<file path="src/rtl/op_decoder_pkg.sv">
// Shared opcode constants, source codes, decode-result type and decode function.
// Latency: n/a (types and a pure combinational function only).
// Backpressure: n/a.
//
// Contents: WRITE_A/WRITE_B/READ_C opcode values, src_t source codes,
// dec_t {write, source, illegal}, decode_op() mapping an opcode to dec_t.
package op_decoder_pkg;

  // Opcodes are compared at this width; callers zero-extend narrower opcodes
  // so that any set upper bit makes the opcode unrecognised.
  localparam int MAX_OP_W = 32;

  localparam logic [MAX_OP_W-1:0] WRITE_A = 32'd1;
  localparam logic [MAX_OP_W-1:0] WRITE_B = 32'd2;
  localparam logic [MAX_OP_W-1:0] READ_C  = 32'd11;

  typedef enum logic [1:0] {
    SRC_P0 = 2'd0,
    SRC_P1 = 2'd1,
    SRC_P2 = 2'd2,
    SRC_P3 = 2'd3
  } src_t;

  typedef struct packed {
    logic write;
    src_t source;
    logic illegal;
  } dec_t;

  function automatic dec_t decode_op(input logic [MAX_OP_W-1:0] op);
    dec_t d;
    d.write   = 1'b0;
    d.source  = SRC_P0;
    d.illegal = 1'b0;
    case (op)
      WRITE_A: begin d.write = 1'b1; d.source = SRC_P0; end
      WRITE_B: begin d.write = 1'b1; d.source = SRC_P2; end
      READ_C:  begin d.write = 1'b0; d.source = SRC_P3; end
      default: d.illegal = 1'b1;
    endcase
    return d;
  endfunction

endpackage

</file>
<file path="src/rtl/op_decoder_sat_counter.sv">
// Saturating up-counter with synchronous clear taking priority over increment.
// Latency: count updates on the edge where inc is sampled.
// Backpressure: none; inc is a single-cycle pulse per event.
//
// Ports: clk, rst (async, active-high), inc, clr, cnt[CNT_W-1:0].
module sat_counter #(
  parameter int CNT_W = 8
) (
  input  logic             clk,
  input  logic             rst,
  input  logic             inc,
  input  logic             clr,
  output logic [CNT_W-1:0] cnt
);

  always_ff @(posedge clk or posedge rst) begin
    if (rst) begin
      cnt <= '0;
    end else if (clr) begin
      cnt <= '0;
    end else if (inc && (cnt != {CNT_W{1'b1}})) begin
      cnt <= cnt + CNT_W'(1);
    end
  end

endmodule

</file>
<file path="src/rtl/op_decoder.sv">
// Opcode decoder with a single registered output stage and accept statistics.
// Latency: one cycle from accept to out_valid; full throughput of one per cycle.
// Backpressure: in_ready = !out_valid || out_ready; result held while stalled.
//
// Ports: clk, rst (async, active-high); in_valid/in_ready/op_code input handshake;
// out_valid/out_ready with out_write, out_source, out_illegal result;
// clear_cnt clears write_cnt/read_cnt/illegal_cnt and err_sticky.
module op_decoder
  import op_decoder_pkg::*;
#(
  parameter int OP_W   = 4,
  parameter int SRC_W  = 2,
  parameter int CNT_W  = 8,
  parameter int STRICT = 0
) (
  input  logic             clk,
  input  logic             rst,
  input  logic             in_valid,
  output logic             in_ready,
  input  logic [OP_W-1:0]  op_code,
  output logic             out_valid,
  input  logic             out_ready,
  output logic             out_write,
  output logic [SRC_W-1:0] out_source,
  output logic             out_illegal,
  input  logic             clear_cnt,
  output logic [CNT_W-1:0] write_cnt,
  output logic [CNT_W-1:0] read_cnt,
  output logic [CNT_W-1:0] illegal_cnt,
  output logic             err_sticky
);

  localparam bit DROP_ILLEGAL = (STRICT != 0);

  dec_t dec;
  logic accept;
  logic load;

  assign dec      = decode_op(MAX_OP_W'(op_code));
  assign in_ready = !out_valid || out_ready;
  assign accept   = in_valid && in_ready;
  // A dropped illegal opcode is still accepted (and counted) but never loaded.
  assign load     = accept && !(DROP_ILLEGAL && dec.illegal);

  always_ff @(posedge clk or posedge rst) begin
    if (rst) begin
      out_valid   <= 1'b0;
      out_write   <= 1'b0;
      out_source  <= '0;
      out_illegal <= 1'b0;
    end else if (load) begin
      out_valid   <= 1'b1;
      out_write   <= dec.write;
      out_source  <= SRC_W'(dec.source);
      out_illegal <= dec.illegal;
    end else if (out_valid && out_ready) begin
      out_valid <= 1'b0;
    end
  end

  always_ff @(posedge clk or posedge rst) begin
    if (rst) begin
      err_sticky <= 1'b0;
    end else if (clear_cnt) begin
      err_sticky <= 1'b0;
    end else if (accept && dec.illegal) begin
      err_sticky <= 1'b1;
    end
  end

  sat_counter #(.CNT_W(CNT_W)) u_write_cnt (
    .clk (clk),
    .rst (rst),
    .inc (accept && dec.write),
    .clr (clear_cnt),
    .cnt (write_cnt)
  );

  // Only READ_C decodes as neither write nor illegal.
  sat_counter #(.CNT_W(CNT_W)) u_read_cnt (
    .clk (clk),
    .rst (rst),
    .inc (accept && !dec.write && !dec.illegal),
    .clr (clear_cnt),
    .cnt (read_cnt)
  );

  sat_counter #(.CNT_W(CNT_W)) u_illegal_cnt (
    .clk (clk),
    .rst (rst),
    .inc (accept && dec.illegal),
    .clr (clear_cnt),
    .cnt (illegal_cnt)
  );

endmodule

</file>
<file path="config.mk">
export PLATFORM = sky130hd
export DESIGN_NAME = op_decoder
export DESIGN_NICKNAME = d
export VERILOG_FILES = /design/src/rtl/op_decoder_pkg.sv /design/src/rtl/op_decoder_sat_counter.sv /design/src/rtl/op_decoder.sv
export SDC_FILE = /design/constraint.sdc
export NUM_CORES = 1
export LEC_CHECK = 0
export CORE_MARGIN = 1.5
export CORE_UTILIZATION = 35
export DETAILED_ROUTE_END_ITERATION = 10
export HOLD_SLACK_MARGIN = 0.02
export SETUP_SLACK_MARGIN = 0.3
export SLEW_MARGIN = 25
export SYNTH_ARGS = -nofsm -noshare
export SYNTH_HDL_FRONTEND = slang
export SYNTH_SLANG_ARGS = --single-unit
</file>
<file path="constraint.sdc">
create_clock -name clk -period 1.9 [get_ports clk]
set_input_delay 0.57 -clock clk [delete_from_list [all_inputs] [get_ports clk]]
set_output_delay 0.57 -clock clk [all_outputs]
set_load 0.005 [all_outputs]
</file>
; ---- After elaboration in Yosys (flattened, before gate mapping)
; Index checks and enable logic that the tools add are counted.
[word_totals]
output_inout_bits = 31
reg_bits = 30
inputBits = 9
elab_cells = 47
[classes]
muxes = 12
add_sub_neg = 3
eq_ne = 6
n_reduce_logical = 18
[ops]
columns = op, count
row1 = $mux 8, 6
row2 = $add 8x1->8 const B, 3
row3 = $ne 8x8->1 const B, 3
row4 = $reduce_bool 2->1, 5
row5 = $logic_and 1x1->1, 9
row6 = $pmux 3 s3, 1
row7 = $mux 1, 5
row8 = $eq 4x1->1 const B, 1
row9 = $eq 4x2->1 const B, 1
row10 = $eq 4x4->1 const B, 1
row11 = $reduce_or 3->1, 1
row12 = $logic_not 1->1, 2
row13 = $logic_or 1x1->1, 1

; ---- Logic depth before layout (Yosys ltp)
; Gate-level depths: netlist (run 1).
[logic_depth]
depth_word = 8
mapped_depth = 6
mapped_depth_nobuf = 5

; ---- Hierarchy
; From an unflattened synthesis (run 1), not the netlist that was laid out.
[unflattened]
hier_cells = 176
area_unflattened_um2 = 1839.3
[by_module_without_submodules]
columns = module, cells_each, instances, seq_area_each_um2, area_per_inst_um2
row1 = sat_counter, 49, 3, 200.2, 504.2
row2 = op_decoder, 29, 1, 150.1, 326.6

; ---- Least setup slack after synthesis (run 1)
; No wires, ideal clock.
[synth_path]
path_type = in2reg
start = in op_code[3]
end = reg u_write_cnt.cnt[5]
n_path_buf = 0
stages = 4
setup_time_ns = 0.125
t_required_ns = 1.775
arrival_ns = 1.970
slack_ns = -0.195
path_cell_list = or2_4 -> or4_4 -> nor4_1 -> mux2_2
[synth_via]
elab_chain_len = 5
elab_cells_between_ends = 7
classes_between = 3 x eq/ne / 1 x mux / 3 x reduce/logical
[synth_lines]
columns = element, line_no
row1 = from (decl), op_decoder.sv:20  ; input logic [OP_W-1:0] op_code,
row2 = $eq 4x4->1 (tied with other cells), op_decoder_pkg.sv:35  ; case (op)
row3 = $pmux 3 s3 (*), op_decoder_pkg.sv:35
row4 = $logic_and 1x1->1 (*), op_decoder.sv:74  ; .inc (accept && dec.write),
row5 = $logic_and 1x1->1 (*), op_decoder_sat_counter.sv:21  ; end else if (inc && (cnt != {CNT_W{1'b1}})) begin
row6 = $reduce_bool 2->1 (no line) (*), -
row7 = to (signal assigned), op_decoder_sat_counter.sv:22  ; cnt <= cnt + CNT_W'(1);
row8 = to (decl), op_decoder_sat_counter.sv:13  ; output logic [CNT_W-1:0] cnt
; Mark *: on every way between the ends. The rest lies on a longest branch, timed or not.
; A chain may end at the register's enable or synchronous reset.

; ---- Final worst setup path (run 1)
[layout_path]
start = in op_code[3]
end = reg u_write_cnt.cnt[0]
; Same word-level chain as after synthesis.

==> summary.txt, run 1 <==
Final layout
  – Layout filler cell count: 354
  – Antenna diodes: 0
  – Nets: 282
  – Non-filler cells, final: 323
  – Final Core Density: 63.7%
  – P&R area growth vs syn: 72.7%
  – Share of layout cells above drive strength 1: 42.4%
  – Post-route cell area: 2810 sq um

Job
  – Max Cap Viol: 0

Critical path
  – Critical Path Source Type: primary input
  – Crit path max-delay family: simple AND/OR/NAND/NOR gates
  – Crit Path Class: primary input to flop
  – Worst Path Arrival: 2150 ps
  – Critical path fanouts, max: 8
  – Max incr delay on CP: 590 ps
  – Worst Path Required: 2120 ps
  – Slowest CP cell: or4_4
  – CP bufs+invs: 2
  – CP Cell Sequence: buf_6, or2_4, or4_4, buf_12, or3_4, a21oi_2
  – CP Capture Type: flop

Yosys
  – Async SR Flop Fraction: 100%
  – Number of flops mapped to enable cells by yosys: 0
  – Post-synthesis sequential area ratio: 46.1%
  – Number of distinct library cells after synthesis: 33
  – Synth Area per Inst: 9.36 sq um
  – Synth warn: 0
  – Synth Cell Area: 1630 sq um
  – Cells after Synth: 174
  – Syn Nets: 186
  – Top_reg_cell synth: dfrtp_1
  – FF+latch count, synth: 30

Global routing
  – Met2 usage: 35.2%
  – Total gr overflow: 0
  – Antenna violations before repair: 0
  – Met3 usage: 3.85%
  – GRT busiest layer: met2
  – Total GRT Usage: 20.7%
  – Met1 GRT Util: 25.9%
  – Vias in the first global route: 1750
  – Global-route wire length before repair: 8230 microns
  – Pin count of the biggest net entering global routing: 31

Routing
  – Initial DRC Count: 100
  – Vias per inst: 5.49
  – Routed WL: 5230 microns
  – Final ANT Viol Nets: 0
  – DRT Pass-1 Iters: 4
  – Detailed-route via count: 1772
  – DRC: 0
  – WL per Instance: 16.2 microns

Timing
  – Final worst slack: -32.7 ps
  – Setup Skew: 8.57 ps
  – Final hold violations: 0
  – Worst hold margin: 471 ps
  – FMAX: 0.517 GHz
  – Slew headroom: 60.8%
  – Setup violators final: 3
  – Crit share post-route: 102%
  – Slew Viols, Final: 0
  – Final setup TNS: -35.8 ps
  – RSZ-0062 raised after global routing: true
  – Tightest Pin Transition: 586 ps
  – Min cycle time layout: 1930 ps

Pwr
  – Worst VDD drop: 448 uV
  – Pwr Total: 1.43 mW
  – Power density over the cells: 509 nW/um^2
  – Pleak: 1.29 nW

Clocking
  – Num CTS Buffers: 5
  – Root Buffer: clkbuf_8
  – Clock Pin Slew Worst Setup and Hold Paths: 60 ps
  – H-tree Lvls: 2
  – # hold bufs at CTS: 0
  – Sink Count: 30
  – CTS tree: done
  – Skew-Pair Late Insertion Delay: 290 ps
  – Worst-case clock buffer depth: 2

Place
  – Dpl hpwl: 2860 microns
  – Port buffer count: 39
  – DP Area: 2230 sq um
  – Placed Instances: 273
  – Pre-CTS WS: -671 ps
  – GP Congestion: 0.838

Hold path
  – Min-delay worst type: flop to flop

Status
  – Failing checks: negative setup slack
  – Outcome: complete, but fails checks

Floorplan
  – Num ports: 40
  – Die Ht: 71.2 microns
  – Row cnt: 24
  – Die Wd: 71.2 microns
  – Die area: 5070 sq um
  – Starting Density: 36.9%
  – Placeable Area: 4410 sq um
[final cells by class]
type | count | area (sq um) | area share [%]
Inverter | 6 | 27.5 | 0.979
Tap cell | 52 | 65.1 | 2.31
Clock buffer | 7 | 86.3 | 3.07
Sequential cell | 30 | 752 | 26.7
Clock inverter | 1 | 5.00 | 0.178
Multi-Input combinational cell | 130 | 1030 | 36.8
Timing Repair Buffer | 97 | 841 | 29.9
[layer usage]
| layer | wire, microns | share of wire, % | up-vias |
|---|---|---|---|
| li1 | - | - | 841 |
| met3 | 224 | 4.3 | 8 |
| met1 | 2210 | 42 | 881 |
| met4 | 85 | 1.6 | 0 |
| met5 | 0 | 0 | - |
| met2 | 2710 | 52 | 42 |
[logic make-up (layout without fill, tap and decap cells)]
family | count (synthesis) | in the layout | synth area share, %
compound gates | 45 | 45 | 17.7
fa+ha+maj | 3 | 3 | 2.31
simple gates | 76 | 76 | 26.5
mux | 4 | 4 | 2.61
buf+inv | 14 | 111 | 3.69
xor+xnor | 2 | 2 | 1.08
flops | 30 | 30 | 46.1
[cell usage after synthesis (3+ instances only)]
library cell  count  area (sq um)
nor2_1           10          37.5
nand2_1          15          56.3
nor2b_1           5          31.3
nor4_1            3          18.8
ha_1              3          37.5
o21ai_0           7          35.0
inv_1             6          22.5
or4_1            10          75.1
dfrtp_1          30           751
o31ai_1           9          67.6
nand2b_1          5          31.3
nand4_1           3          18.8
nand3_1           9          45.0
clkbuf_1          7          26.3
o41ai_1           3          26.3
a21oi_1          19          95.1
or3_1             8          50.1
[layout by cell type, fill, tap and decap left out, types with 4 or more instances in the layout]
master,n
a21oi_1,11
nand2b_1,5
or3_1,5
clkbuf_8,6
dfrtp_1,29
inv_1,5
or4_1,6
dlygate4sd2_1,28
nor2_1,6
nand2_1,15
or4_4,5
o31ai_1,7
o21ai_0,5
nand3_1,8
buf_6,14
buf_4,45
a21oi_2,8
nor2b_1,4
[timing repair]
item | in CTS | in global routing
gates resized for setup | 85 | 32
endpoints found under the setup margin | 59 | 25
setup buffers | 34 | 7
cloned | 1 | 0
pin swaps | 17 | 14
[path summary, 6_finish.rpt]
path	startpoint	endpoint	slack (ps)	cells after the start
min in group asynchronous	rst	u_read_cnt.cnt[5]	670	3
max reg2reg	out_valid	u_write_cnt.cnt[0]	-10	6
min reg2reg	out_write	out_write	470	2
max	op_code[3]	u_write_cnt.cnt[0]	-30	6
min	out_write	out_write	470	2
max in group asynchronous	rst	u_read_cnt.cnt[2]	930	3
[where the power goes]
group | leakage, nW | internal, mW | switching [mW] | total (mW)
sequential | 0.409 | 0.653 | 0.00790 | 0.661
combinational | 0.838 | 0.125 | 0.107 | 0.232
clock | 0.0482 | 0.292 | 0.246 | 0.538
[state kept, by name, indices dropped and copies added (netlist names)]
register / cells
u_illegal_cnt.cnt: 8
u_read_cnt.cnt: 8
u_write_cnt.cnt: 8
out_source: 2
err_sticky: 1
out_illegal: 1
out_valid: 1
out_write: 1
[tightest hold or removal path, stage by stage, from the launching register on]
cell     delay (ps)
dfrtp_1         340
nand2_1          50
nand2_1          50
(Power assumes the default switching activity.)
==> inputs of run 2 (changes only) <==
--- a/config.mk
+++ b/config.mk
@@ -7,6 +7,7 @@
 export LEC_CHECK = 0
 export CORE_MARGIN = 1.5
 export CORE_UTILIZATION = 35
+export CTS_CLUSTER_SIZE = 10
 export DETAILED_ROUTE_END_ITERATION = 10
 export HOLD_SLACK_MARGIN = 0.02
 export SETUP_SLACK_MARGIN = 0.3
==> results of run 2 <==
Final layout, timing and power as in run 1 (identical DEF).
==> inputs of run 3 (changes only) <==
--- a/config.mk
+++ b/config.mk
@@ -10,7 +10,9 @@
 export CTS_CLUSTER_SIZE = 10
 export DETAILED_ROUTE_END_ITERATION = 10
 export HOLD_SLACK_MARGIN = 0.02
+export RECOVER_POWER = 25
 export SETUP_SLACK_MARGIN = 0.3
+export SKIP_LAST_GASP = 1
 export SLEW_MARGIN = 25
 export SYNTH_ARGS = -nofsm -noshare
 export SYNTH_HDL_FRONTEND = slang
==> summary.txt, run 3 (same netlist as run 1, synthesis figures left out) <==
Status
  – Outcome: complete, but fails checks
  – Failing checks: negative setup slack

Final layout
  – Layout filler cell count: 352 (-0.56%)
  – Most frequent cells in the layout: buf_4, dfrtp_1, dlygate4sd2_1
  – Post-route cell area: 2780 sq um (-1.3%)
  – P&R area growth vs syn: 70.5%
  – Share of layout cells above drive strength 1: 40.7% (-1.7 points)
  – Non-filler cells, final: 322 (-0.31%)
  – Nets: 281 (-0.35%)
  – Leading cell type in the layout, fill and taps excluded: buf_4
  – FF/Latch Area: 752 sq um (unchanged)
  – Top Registers: u_illegal_cnt.cnt (8), u_read_cnt.cnt (8), u_write_cnt.cnt (8)
  – Antenna diodes: 0 (unchanged)
  – Multi-input logic area: 1020 sq um (-1.2%)
  – Final Core Density: 62.9% (-0.82 points)

Critical path
  – CP Cell Sequence: buf_6, or2_4, or4_4, buf_12, or3_4, a21oi_2
  – Crit Path Class: primary input to flop
  – Critical Path Source Type: primary input
  – Worst Path Arrival: 2140 ps (about the same)
  – CP Capture Type: flop
  – Slowest CP cell: or4_4
  – Worst Path Required: 2120 ps (about the same)
  – R2R setup slack: 0 ps (about the same)
  – Worst r2r src: out_valid
  – Crit path launch: op_code[3]
  – Max incr delay on CP: 580 ps (about the same)
  – Critical path fanouts, max: 8 (unchanged)

Routing
  – Final ANT Viol Nets: 0 (unchanged)
  – DRT Pass-1 Iters: 4 (unchanged)
  – Detailed-route via count: 1787 (+0.85%)
  – DRC: 0 (unchanged)
  – WL per Instance: 16.2 microns (+0.12%)
  – Routed WL: 5220 microns (-0.19%)
  – Initial DRC Count: 80 (-20%)
  – Vias per inst: 5.55 (+1.2%)

Clocking
  – Num CTS Buffers: 5 (unchanged)
  – H-tree Lvls: 2 (unchanged)
  – Worst-case clock buffer depth: 2 (unchanged)
  – Sink Count: 30 (unchanged)
  – # hold bufs at CTS: 0 (unchanged)
  – Clock Pin Slew Worst Setup and Hold Paths: 60 ps (about the same)
  – Root Buffer: clkbuf_8
  – CTS tree: done
  – Skew-Pair Late Insertion Delay: 290 ps (about the same)

Timing
  – FMAX: 0.519 GHz (+0.30%)
  – Slew Viols, Final: 0 (unchanged)
  – RSZ-0062 raised after global routing: true
  – Min cycle time layout: 1930 ps (-5.71 ps)
  – Setup violators final: 1 (-2)
  – Final hold violations: 0 (unchanged)
  – Worst hold margin: 471 ps (+0.111 ps)
  – Tightest Pin Transition: 773 ps (+187 ps)
  – Slew headroom: 48.4% (-12 points)
  – Setup Skew: 7.77 ps (-0.797 ps)
  – Final worst slack: -27.0 ps (+5.71 ps)
  – Crit share post-route: 101% (-0.30 points)

Pwr
  – Pleak: 1.29 nW (-0.58%)
  – Power density over the cells: 514 nW/um^2 (+0.92%)
  – Worst VDD drop: 467 uV (+4.3%)

Floorplan
  – Starting Density: 36.9% (unchanged)
  – Die area: 5070 sq um (unchanged)
  – Row cnt: 24 (unchanged)
  – Placeable Area: 4410 sq um (unchanged)
  – Num ports: 40 (unchanged)
  – Die Wd: 71.2 microns (unchanged)
  – Die Ht: 71.2 microns (unchanged)

Place
  – Placed Instances: 273 (unchanged)
  – Dpl hpwl: 2860 microns (unchanged)
  – Port buffer count: 39 (unchanged)
  – GP Congestion: 0.838 (unchanged)
  – DP Area: 2230 sq um (unchanged)
  – Pre-CTS WS: -671 ps (unchanged)

Global routing
  – Antenna violations before repair: 0 (unchanged)
  – Total GRT Usage: 20.5% (-0.18 points)
  – Total gr overflow: 0 (unchanged)
  – Global-route wire length before repair: 8140 microns (-1.1%)
  – Vias in the first global route: 1739 (-0.63%)
  – Pin count of the biggest net entering global routing: 31 (unchanged)

Hold path
  – Min-delay worst type: flop to flop
  – Hold Crit Start: out_write

Job
  – Max Cap Viol: 0 (unchanged)
## run 3: area by class of cell
type | count | share of cell area (%)
multi-input combinational | 130 | 36.8
timing repair buffer | 96 | 29.5
sequential | 30 | 27.1
clock buffer | 7 | 3.11
tap | 52 | 2.34
inverter | 6 | 0.902
clock inverter | 1 | 0.180
## run 3: metal layers
layer / global-route usage, % / share of wire [%] / vias to the layer above / wire (microns)
met1: 24.9 / 40 / 879 / 2110
met5: 0 / 0 / - / 0
li1: - / - / 839 / -
met2: 35.1 / 52 / 55 / 2700
met3: 4.42 / 5.3 / 14 / 279
met4: 8.39 / 2.4 / 0 / 127
## run 3: where the power goes
part	internal, mW	switching (mW)
registers	0.654	0.00871
clock network	0.292	0.246
logic	0.119	0.107
total	1.06	0.361
## run 3: metrics by stage
stage / setup TNS [ps] / power [mW]
after floorplan: -540 / 0.744
after CTS: -26.5 / 1.40
after global placement: -13050 / 0.838
after global routing: -259 / 1.49
after detailed placement: -14160 / 0.842
final: -27.0 / 1.43
## run 3: worst paths after layout
path / depth (start not counted) / endpoint
max: 6 / u_write_cnt.cnt[0]
min: 2 / out_write
min reg2reg: 2 / out_write
max in group asynchronous: 3 / u_read_cnt.cnt[2]
max reg2reg: 6 / u_write_cnt.cnt[0]
min in group asynchronous: 3 / u_write_cnt.cnt[2]
## run 3: repair_timing
item | 4_1_cts | 5_1_grt
gates cloned | 1 | 0
buffers inserted | 34 | 6
setup endpoints to repair | 59 | 25
pin swaps | 17 | 11
gates resized for setup | 75 | 33
## run 3: critical path: cells and delay by family
family	cells	cell delay, ps
buffers and inverters	2	250
and+or+nand+nor	3	1180
AOI/OAI and AO/OA	1	130
